`src/rtl/kara_pkg.sv`:
```
// Shared definitions for the kara_div long divider: default operand width,
// FSM state encoding and the iteration counter width.
package kara_pkg;

    localparam int KARA_W = 256;

    typedef enum logic [1:0] {
        IDLE = 2'd0,
        RUN  = 2'd1,
        FIN  = 2'd2
    } kara_state_t;

    // One extra bit so the counter can hold the full iteration count W.
    function automatic int cnt_width(input int w);
        return $clog2(w) + 1;
    endfunction

    localparam int KARA_CNT_W = cnt_width(KARA_W);

endpackage

```
`src/rtl/div_step.sv`:
```
// One restoring radix-2 step: compare the shifted partial remainder with the
// divisor and subtract when it fits. Purely combinational.
module div_step #(
    parameter int W = 256
) (
    input  logic [W:0]   t,
    input  logic [W-1:0] divisor,
    output logic [W-1:0] r_next,
    output logic         q_bit
);

    // The partial remainder stays below the divisor, so T < 2*divisor and
    // T - divisor always fits back into W bits when the subtract is taken.
    always_comb begin
        q_bit  = (t >= {1'b0, divisor});
        r_next = q_bit ? W'(t - {1'b0, divisor}) : t[W-1:0];
    end

endmodule

```
`src/rtl/kara_div.sv`:
```
// Unsigned 2W/W restoring divider. Divide-by-zero and quotient overflow are
// detected at accept time and finish in one edge; otherwise W iterations run.
//
// state | meaning
// IDLE  | waiting for start; results and flags held
// RUN   | one quotient bit per edge, counter counting down from W
// FIN   | publish results, pulse done, drop busy
module kara_div
    import kara_pkg::*;
#(
    parameter int W = KARA_W
) (
    input  logic             clk,
    input  logic             rst_n,
    input  logic             start,
    input  logic [2*W-1:0]   dividend,
    input  logic [W-1:0]     divisor,
    output logic [W-1:0]     quotient,
    output logic [W-1:0]     remainder,
    output logic             busy,
    output logic             done,
    output logic             dbz,
    output logic             ovf
);

    localparam int CW = cnt_width(W);

    kara_state_t    state;
    kara_state_t    state_nxt;
    logic [CW-1:0]  cnt;
    logic [W-1:0]   r_q;
    logic [W-1:0]   q_q;
    logic [W-1:0]   dvs_q;

    logic [W-1:0]   dvd_hi;
    logic [W-1:0]   dvd_lo;
    logic           div_zero;
    logic           quo_ovf;
    logic           accept;

    logic [W:0]     step_t;
    logic [W-1:0]   step_r;
    logic           step_q;

    assign dvd_hi   = dividend[2*W-1:W];
    assign dvd_lo   = dividend[W-1:0];
    assign div_zero = (divisor == '0);
    // Quotient would need more than W bits; meaningless when dividing by zero.
    assign quo_ovf  = !div_zero && (dvd_hi >= divisor);
    assign accept   = (state == IDLE) && start;

    assign step_t   = {r_q, q_q[W-1]};

    div_step #(.W(W)) u_step (
        .t       (step_t),
        .divisor (dvs_q),
        .r_next  (step_r),
        .q_bit   (step_q)
    );

    // State register.
    always_ff @(posedge clk or negedge rst_n) begin
        if (!rst_n) begin
            state <= IDLE;
        end else begin
            state <= state_nxt;
        end
    end

    // Next-state: special cases skip straight to FIN; RUN ends on the last count.
    always_comb begin
        state_nxt = state;
        case (state)
            IDLE: begin
                if (accept) begin
                    state_nxt = (div_zero || quo_ovf) ? FIN : RUN;
                end
            end
            RUN: begin
                if (cnt == CW'(1)) begin
                    state_nxt = FIN;
                end
            end
            FIN:     state_nxt = IDLE;
            default: state_nxt = IDLE;
        endcase
    end

    // Datapath: operand capture, iteration, and result publication.
    always_ff @(posedge clk or negedge rst_n) begin
        if (!rst_n) begin
            cnt       <= '0;
            r_q       <= '0;
            q_q       <= '0;
            dvs_q     <= '0;
            quotient  <= '0;
            remainder <= '0;
            busy      <= 1'b0;
            done      <= 1'b0;
            dbz       <= 1'b0;
            ovf       <= 1'b0;
        end else begin
            done <= 1'b0;
            case (state)
                IDLE: begin
                    if (accept) begin
                        busy  <= 1'b1;
                        dvs_q <= divisor;
                        dbz   <= div_zero;
                        ovf   <= quo_ovf;
                        if (div_zero || quo_ovf) begin
                            r_q <= '0;
                            q_q <= '1;
                            cnt <= '0;
                        end else begin
                            r_q <= dvd_hi;
                            q_q <= dvd_lo;
                            cnt <= CW'(W);
                        end
                    end
                end
                RUN: begin
                    r_q <= step_r;
                    q_q <= {q_q[W-2:0], step_q};
                    cnt <= cnt - CW'(1);
                end
                FIN: begin
                    done      <= 1'b1;
                    busy      <= 1'b0;
                    quotient  <= q_q;
                    remainder <= r_q;
                end
                default: begin
                    busy <= 1'b0;
                end
            endcase
        end
    end

endmodule

```
`config.mk`:
```
export PLATFORM = sky130hd
export DESIGN_NAME = kara_div
export DESIGN_NICKNAME = d
export VERILOG_FILES = /design/src/rtl/kara_pkg.sv /design/src/rtl/div_step.sv /design/src/rtl/kara_div.sv
export SDC_FILE = /design/constraint.sdc
export NUM_CORES = 2
export LEC_CHECK = 0
export BUFFER_PORTS_ARGS = -buffer_cell sky130_fd_sc_hd__clkbuf_2
export CORE_AREA = 4 4 501 503
export DETAILED_ROUTE_END_ITERATION = 12
export DIE_AREA = 0 0 505 507
export GPL_TIMING_DRIVEN = 0
export PLACE_DENSITY = 0.59
export SKIP_CTS_REPAIR_TIMING = 1
export SYNTH_ARGS = -nofsm -noshare
export SYNTH_HDL_FRONTEND = slang
export SYNTH_SLANG_ARGS = --single-unit
```
`constraint.sdc`:
```
create_clock -name clk -period 3.5 [get_ports clk]
set_input_delay 0 -clock clk [delete_from_list [all_inputs] [get_ports clk]]
set_output_delay 0 -clock clk [all_outputs]
set_load 0.005 [all_outputs]
```
-- Word level (Yosys, flattened, before mapping)
Index checks and enable logic that the tools add are counted.
- bitwise operators: 1
- div/mod/pow operators: 0
- add/sub/neg operators: 2
- shift operators: 0
- multipliers: 0
- $lt $le $gt $ge: 2
- mux-type cells: 17
- reductions and logical operators: 11
- eq/ne operators: 5
- operator list (operator ; number):
    2-to-1 mux 256 bit ; 5
    one-hot mux 256 bit (2 select lines) ; 2
    >= comparator 257 x 256 -> 1 bit ; 1
    >= comparator 256 bit ; 1
    zero test 256 bit ; 1
    subtractor 256 bit ; 1
    2-to-1 mux 9 bit ; 2
    one-hot mux 9 bit (2 select lines) ; 1
    == test 9 x 1 -> 1 bit (second input constant) ; 1
    subtractor 9 x 1 -> 9 bit (second input constant) ; 1
    AND reduction 2 bit ; 4
    2-to-1 mux 2 bit ; 3
    inequality test 2 bit (second input constant) ; 2
    one-hot mux 2 bit (2 select lines) ; 1
    == test 2 x 1 -> 1 bit (second input constant) ; 1
    == test 2 bit (second input constant) ; 1
    logical AND 1 bit ; 2
    zero test 2 bit ; 1
    2-to-1 mux 1 bit ; 2
    one-hot mux 1 bit (2 select lines) ; 1
    nonzero test 2 bit ; 1
    zero test 1 bit ; 1
    logical OR 1 bit ; 1
    inverter 1 bit ; 1
- logic and storage cells: 49
- bits in registers: 1295
- output and inout bits: 516
- latch bits: 0
- bits in writable memories: 0
- memories: 0
- ROM bits: 0

-- Depth between registers and ports, before layout
- depth in word-level cells: 7
- mapped depth: 19
- depth with buffers taken out: 17

-- Hierarchy
A second synthesis with hierarchy kept.
- cell total of the unflattened synthesis: 11507
- area total of the unflattened synthesis: 88845.2 um2
- modules (own cells, without submodules) (module ; area an instance (um2) ; cells an instance ; times used ; seq. area each (um2)):
    kara_div ; 65836.9 ; 7584 ; 1 ; 32406.1
    div_step ; 23008.3 ; 3923 ; 1 ; 0.0

-- Worst setup path after synthesis
OpenSTA, ideal clock, no wires.
- kind: reg2reg
- start point: register q_q[255]
- end point: register r_q[246]
- slack: -136 ps
- cell stages (with the launch flop): 18
- buffers on the path: 0
- arrival: 3508 ps
- setup time: 128 ps
- path through: dfrtp_1 -> inv_1 -> ha_1 -> fa_1 -> nand2b_1 -> a21oi_2 -> o2111ai_1 -> nand2_2 -> a31oi_2 -> o21ba_4 -> o31ai_4 -> a21oi_2 -> o31ai_4 -> a21oi_2 -> o21a_1 -> o41ai_4 -> xnor2_1 -> o22ai_1
- word-level cells in the longest chain between the ends: 3
- elaborated cells on any way between the ends: 4
- classes of those cells: add/sub (1); order compare (1); mux (2)
- ends and longest elaborated chain (element ; line ; RTL):
    from (decl) ; kara_div.sv:32 ; logic [W-1:0] q_q;
    from (signal assigned) ; kara_div.sv:117 ; q_q <= dvd_lo;
    from (signal assigned) ; kara_div.sv:124 ; q_q <= {q_q[W-2:0], step_q};
    subtractor 256 bit or >= comparator 257 x 256 -> 1 bit (tied branches) ; div_step.sv:16, div_step.sv:15 ;
    2-to-1 mux 256 bit * ; div_step.sv:16 ; r_next = q_bit ? W'(t - {1'b0, divisor}) : t[W-1:0];
    one-hot mux 256 bit (2 select lines) * ; kara_div.sv:104 ; case (state)
    to (signal assigned) ; kara_div.sv:116 ; r_q <= dvd_hi;
    to (signal assigned) ; kara_div.sv:123 ; r_q <= step_r;
    to (decl) ; kara_div.sv:31 ; logic [W-1:0] r_q;
Mark *: on every way between the ends. The rest lies on a longest branch, timed or not.
A chain may end at the register's enable or synchronous reset.

-- Final worst setup path
- start point: register q_q[255]
- end point: register r_q[250]
The elaborated chain is that of the path after synthesis.

==> results by stage <==
Timing:
- Setup repair after global routing could not meet its margin everywhere.
- The final setup violation count is 879.
- The final period demand of the worst path is 4.38 ns.
- Of the available clock period, the critical path in the final layout requires 125%.
- The final worst clock skew is 0.0684 ns.
- The worst pin sits at a relative slew slack of -6.05%.
- Once routing completed, OpenROAD measured the worst setup slack at -0.882 ns.
- Based on the critical path, the design can be clocked at up to 228 MHz.
- The final max-slew violation count is 44.
- The actual slew at the worst max-slew pin is 1.59 ns.
- The worst hold slack after final layout is -0.0167 ns.
- The count of endpoints failing hold in the final timing report is 10.

Logic synthesis:
- The sequential cell area fraction in the yosys report is 40.8%.
- Averaged over all synthesized cells, the footprint is 7.86 um^2.
- After synthesis, the share of flip-flops with an asynchronous set or reset is 100%.
- The synthesized design contains 1295 register bits.
- In the synthesized netlist the dominant register cell turns out to be sky130_fd_sc_hd__dfrtp_1.
- The synthesized area is 79400 um^2.
- The warning count from the yosys run is 0.
- After synthesis, the netlist uses 102 different library cells.
- The count of flip-flops with a built-in enable after synthesis is 0.
- The number of nets handed over by synthesis was 11397.
- Counting every instance in the synthesized netlist gives 10111.

Worst setup path:
- The critical path starts at q_q[255]$_DFFE_PN0P_.
- The nature of the critical path endpoint is a register.
- The arrival time reported for the critical path endpoint is 5.09 ns.
- Of all nets on the critical path, the largest fanout is 4.
- The worst reg2reg path depth is 19.
- STA classifies the critical path startpoint as a register.
- The setup slack of the worst register-to-register path is -0.88 ns.
- The startpoint of the worst-slack reg-to-reg timing path is q_q[255]$_DFFE_PN0P_.
- The timing endpoint of the critical path is r_q[250]$_DFFE_PN0P_.
- The critical path is of the reg2reg type.
- The data required time of the critical path is 4.21 ns.
- The terminus of the critical flop-to-flop path is r_q[250]$_DFFE_PN0P_.

Drt:
- The first routing iteration left 9458 violations.
- The first detailed-routing pass ran for 8 iterations.
- The total vias in the final route is 90243.
- In the routed design, unresolved DRC markers number 0.
- In the final routed layout, each cell accounts on average for 29.1 um.
- The total detailed-routing wirelength is 467 mm.
- The count of nets left with antenna violations once routing finished came out at 0.
- In the routed layout, each cell is associated on average with a via count of 5.62.

Final layout:
- After the last flow step, the layout net total stands at 13925.
- After routing the design area is 112000 um^2.
- Leaving out fill and tap cells, the most frequent cells in the layout are sky130_fd_sc_hd__nand2_1 (2683), sky130_fd_sc_hd__clkbuf_2 (1326), sky130_fd_sc_hd__dfrtp_1 (1264).
- The post-route netlist has 20.9% of its cells at a drive strength greater than 1.
- The library cell used most frequently in the layout, excluding fill and tap cells, is sky130_fd_sc_hd__nand2_1.
- After filler insertion, the fill cell instance count of the layout stands at 24556.
- The core occupancy in the finished layout is 45.5%.
- The layout-stage area growth over the synthesis result is 41.0%.

Clock tree:
- The longest clock path from root to sink contains 3 buffers.
- CTS built an H-tree with a depth of 4.
- The clock input transition at the sequential cells of the worst setup and hold paths is 0.07 ns.
- The clock reaches the later pin of the worst-skew pair after 0.86 ns.
- The tree built by TritonCTS fans out to 1295 sinks.
- TritonCTS created 157 clock buffers.
- TritonCTS built the clock tree.
- The cell sitting at the root of the clock tree is a sky130_fd_sc_hd__clkbuf_16.

Place:
- The number of port buffers is 1286.
- Timing analysis after detailed placement gives a worst setup slack of -3.88 ns.
- The estimated wirelength of the detail-placed design is 362 mm.
- Routability-driven placement finished with a final weighted congestion of 1.04.
- The placed cell area is 90500 um^2.

Global route:
- The first global-routing pass estimated 614 mm of wire.
- The total congestion overflow after global routing is 0.
- The number of antenna violations at the first check in global routing is 123.
- The via count of the first global-routing pass is 81082.
- The largest net degree at the start of global routing is 111.
- The total global routing track utilization is 33.3%.

Pwr:
- The leakage power total is 52.2 nW.
- The internal portion of the total power is 67.3 mW.
- The sequential share of power is 20.1%.
- The switching power is 76.7 mW.
- The power share of the clock group is 12.1%.
- Per report_power, the combinational group accounts for 67.8% of the total.
- The worst-case IR drop observed on VDD is 0.000781 V.
- Net switching is 53.3% of the power.
- Power spread over the standard cell area amounts to 1290 nW/um^2.

Job:
- Max-cap violations in this run came to 4.

Outcome:
- The flow ran to the end, but the final reports show violations.
- The checks that failed: hold timing, capacitance limit, slew limit, setup timing.

Die:
- 1287 I/O pins were placed.
- The floorplan die area is 256000 um^2.
- The floorplan has 182 rows.
- The die is 505 um wide.
- In this run the vertical extent of the chip is 507 um.
- The initial core utilization is 32.3%.
- The floorplan step defined a core boundary enclosing 246000 um^2.

Worst hold path:
- Along the worst hold path, the cell count comes to 4.
- The type of the worst min-delay path is in2reg.
## layout make-up
type	instances	area [um^2]	share of cell area, %
antenna	79	198	0.176
buffer	499	2800	2.50
clock buffer	220	4470	3.99
clock inverter	68	977	0.872
inverter	610	2290	2.04
multi-input combinational	7628	46400	41.4
sequential	1295	32400	29.0
tap	3220	4030	3.60
timing repair buffer	2448	18400	16.4
## logic make-up after synthesis
family / share of synthesized area (%)
fa+ha+maj: 8.12
mux: 0.203
flops: 40.8
compound gates: 21.1
buf+inv: 5.87
xor+xnor: 2.70
simple gates: 21.2
## per-stage QoR
| step | std cells | setup TNS [ns] | power (mW) |
|---|---|---|---|
| after floorplan | 10111 | -0.0272 | 75.4 |
| after global placement | 14617 | - | 108 |
| after detailed placement | 14637 | -1482.44 | 108 |
| after CTS | 14925 | -1256.41 | 126 |
| after global routing | 16041 | -512.20 | 151 |
| final | 16067 | -438.46 | 144 |
## flip-flops by register name, summed over array words and instances, names as in the netlist, 2 cells and up
register   cells
quotient     256
q_q          256
cnt            9
dvs_q        256
remainder    256
r_q          256
state          2
## worst max-delay path, stage by stage (launching register included)
cell and delay, ns:
sky130_fd_sc_hd__dfrtp_1 0.37, sky130_fd_sc_hd__inv_2 0.06, sky130_fd_sc_hd__ha_4 0.16, sky130_fd_sc_hd__fa_2 0.36
sky130_fd_sc_hd__nand2b_4 0.17, sky130_fd_sc_hd__a21oi_4 0.25, sky130_fd_sc_hd__o2111ai_4 0.21, sky130_fd_sc_hd__nand2_2 0.16
sky130_fd_sc_hd__a31oi_4 0.11, sky130_fd_sc_hd__o21ba_4 0.25, sky130_fd_sc_hd__o31ai_4 0.26, sky130_fd_sc_hd__buf_12 0.17
sky130_fd_sc_hd__buf_8 0.11, sky130_fd_sc_hd__a21oi_4 0.11, sky130_fd_sc_hd__o31ai_4 0.45, sky130_fd_sc_hd__a21oi_4 0.14
sky130_fd_sc_hd__o21a_4 0.25, sky130_fd_sc_hd__o41ai_4 0.35, sky130_fd_sc_hd__nor2b_2 0.22, sky130_fd_sc_hd__o21ai_1 0.07
## worst min path at each step
stage	start	endpoint	slack [ns]
global placement	divisor[230]	dvs_q[230]$_DFFE_PN0P_	0.25
CTS	rst_n	r_q[151]$_DFFE_PN0P_	-0.91
floorplan	rst_n	busy$_DFFE_PN0P_	-0.30
detailed placement	rst_n	remainder[150]$_DFFE_PN0P_	0.02
global route	dividend[171]	q_q[171]$_DFFE_PN0P_	-0.02
finish	divisor[38]	dvs_q[38]$_DFFE_PN0P_	-0.02
## cell usage after synthesis, types with 8 or more instances
cell,n,area [um^2]
sky130_fd_sc_hd__a211oi_1,40,300
sky130_fd_sc_hd__a21boi_0,13,97.6
sky130_fd_sc_hd__a21boi_1,8,60.1
sky130_fd_sc_hd__a21o_1,121,908
sky130_fd_sc_hd__a21oi_1,706,3530
sky130_fd_sc_hd__a221oi_1,182,1590
sky130_fd_sc_hd__a222oi_1,12,120
sky130_fd_sc_hd__a22oi_1,22,165
sky130_fd_sc_hd__a31oi_1,43,269
sky130_fd_sc_hd__a41oi_1,10,87.6
sky130_fd_sc_hd__and2_1,15,93.8
sky130_fd_sc_hd__and3_1,23,144
sky130_fd_sc_hd__and4_1,18,158
sky130_fd_sc_hd__buf_1,38,143
sky130_fd_sc_hd__buf_2,132,661
sky130_fd_sc_hd__clkbuf_1,397,1490
sky130_fd_sc_hd__dfrtp_1,1295,32400
sky130_fd_sc_hd__ha_1,514,6430
sky130_fd_sc_hd__inv_1,608,2280
sky130_fd_sc_hd__mux2i_1,15,150
sky130_fd_sc_hd__nand2_1,2718,10200
sky130_fd_sc_hd__nand2b_1,23,144
sky130_fd_sc_hd__nand3_1,81,405
sky130_fd_sc_hd__nand4_1,204,1280
sky130_fd_sc_hd__nor2_1,685,2570
sky130_fd_sc_hd__nor2b_1,18,113
sky130_fd_sc_hd__nor3_1,102,510
sky130_fd_sc_hd__nor4_1,111,694
sky130_fd_sc_hd__o2111ai_1,8,70.1
sky130_fd_sc_hd__o211ai_1,39,293
sky130_fd_sc_hd__o21a_1,40,300
sky130_fd_sc_hd__o21ai_0,947,4740
sky130_fd_sc_hd__o21ai_1,82,410
sky130_fd_sc_hd__o21bai_1,91,683
sky130_fd_sc_hd__o221ai_1,9,78.8
sky130_fd_sc_hd__o22ai_1,292,1830
sky130_fd_sc_hd__o31ai_1,28,210
sky130_fd_sc_hd__or2_2,11,68.8
sky130_fd_sc_hd__or4_1,10,75.1
sky130_fd_sc_hd__xnor2_1,146,1280
sky130_fd_sc_hd__xor2_1,99,867
## routing by layer
layer,routed length [um],vias up,track usage (%)
met5,186,-,0
met3,39100,1389,7.14
met2,212000,4820,53.4
li1,-,40188,-
met4,45600,26,25.8
met1,171000,43820,38.9
## power groups by stage
stage | sequential (mW) | combinational (mW) | clock, mW
6_report | 28.9 | 97.7 | 17.4
5_1_grt | 29.6 | 103 | 18.2
4_1_cts | 28.4 | 80.1 | 17.6
3_5_place_dp | 28.6 | 79.6 | 0
3_3_place_gp | 28.7 | 79.3 | 0
2_1_floorplan | 26.7 | 48.6 | 0
No activity file was read; power rests on OpenSTA's default activity.
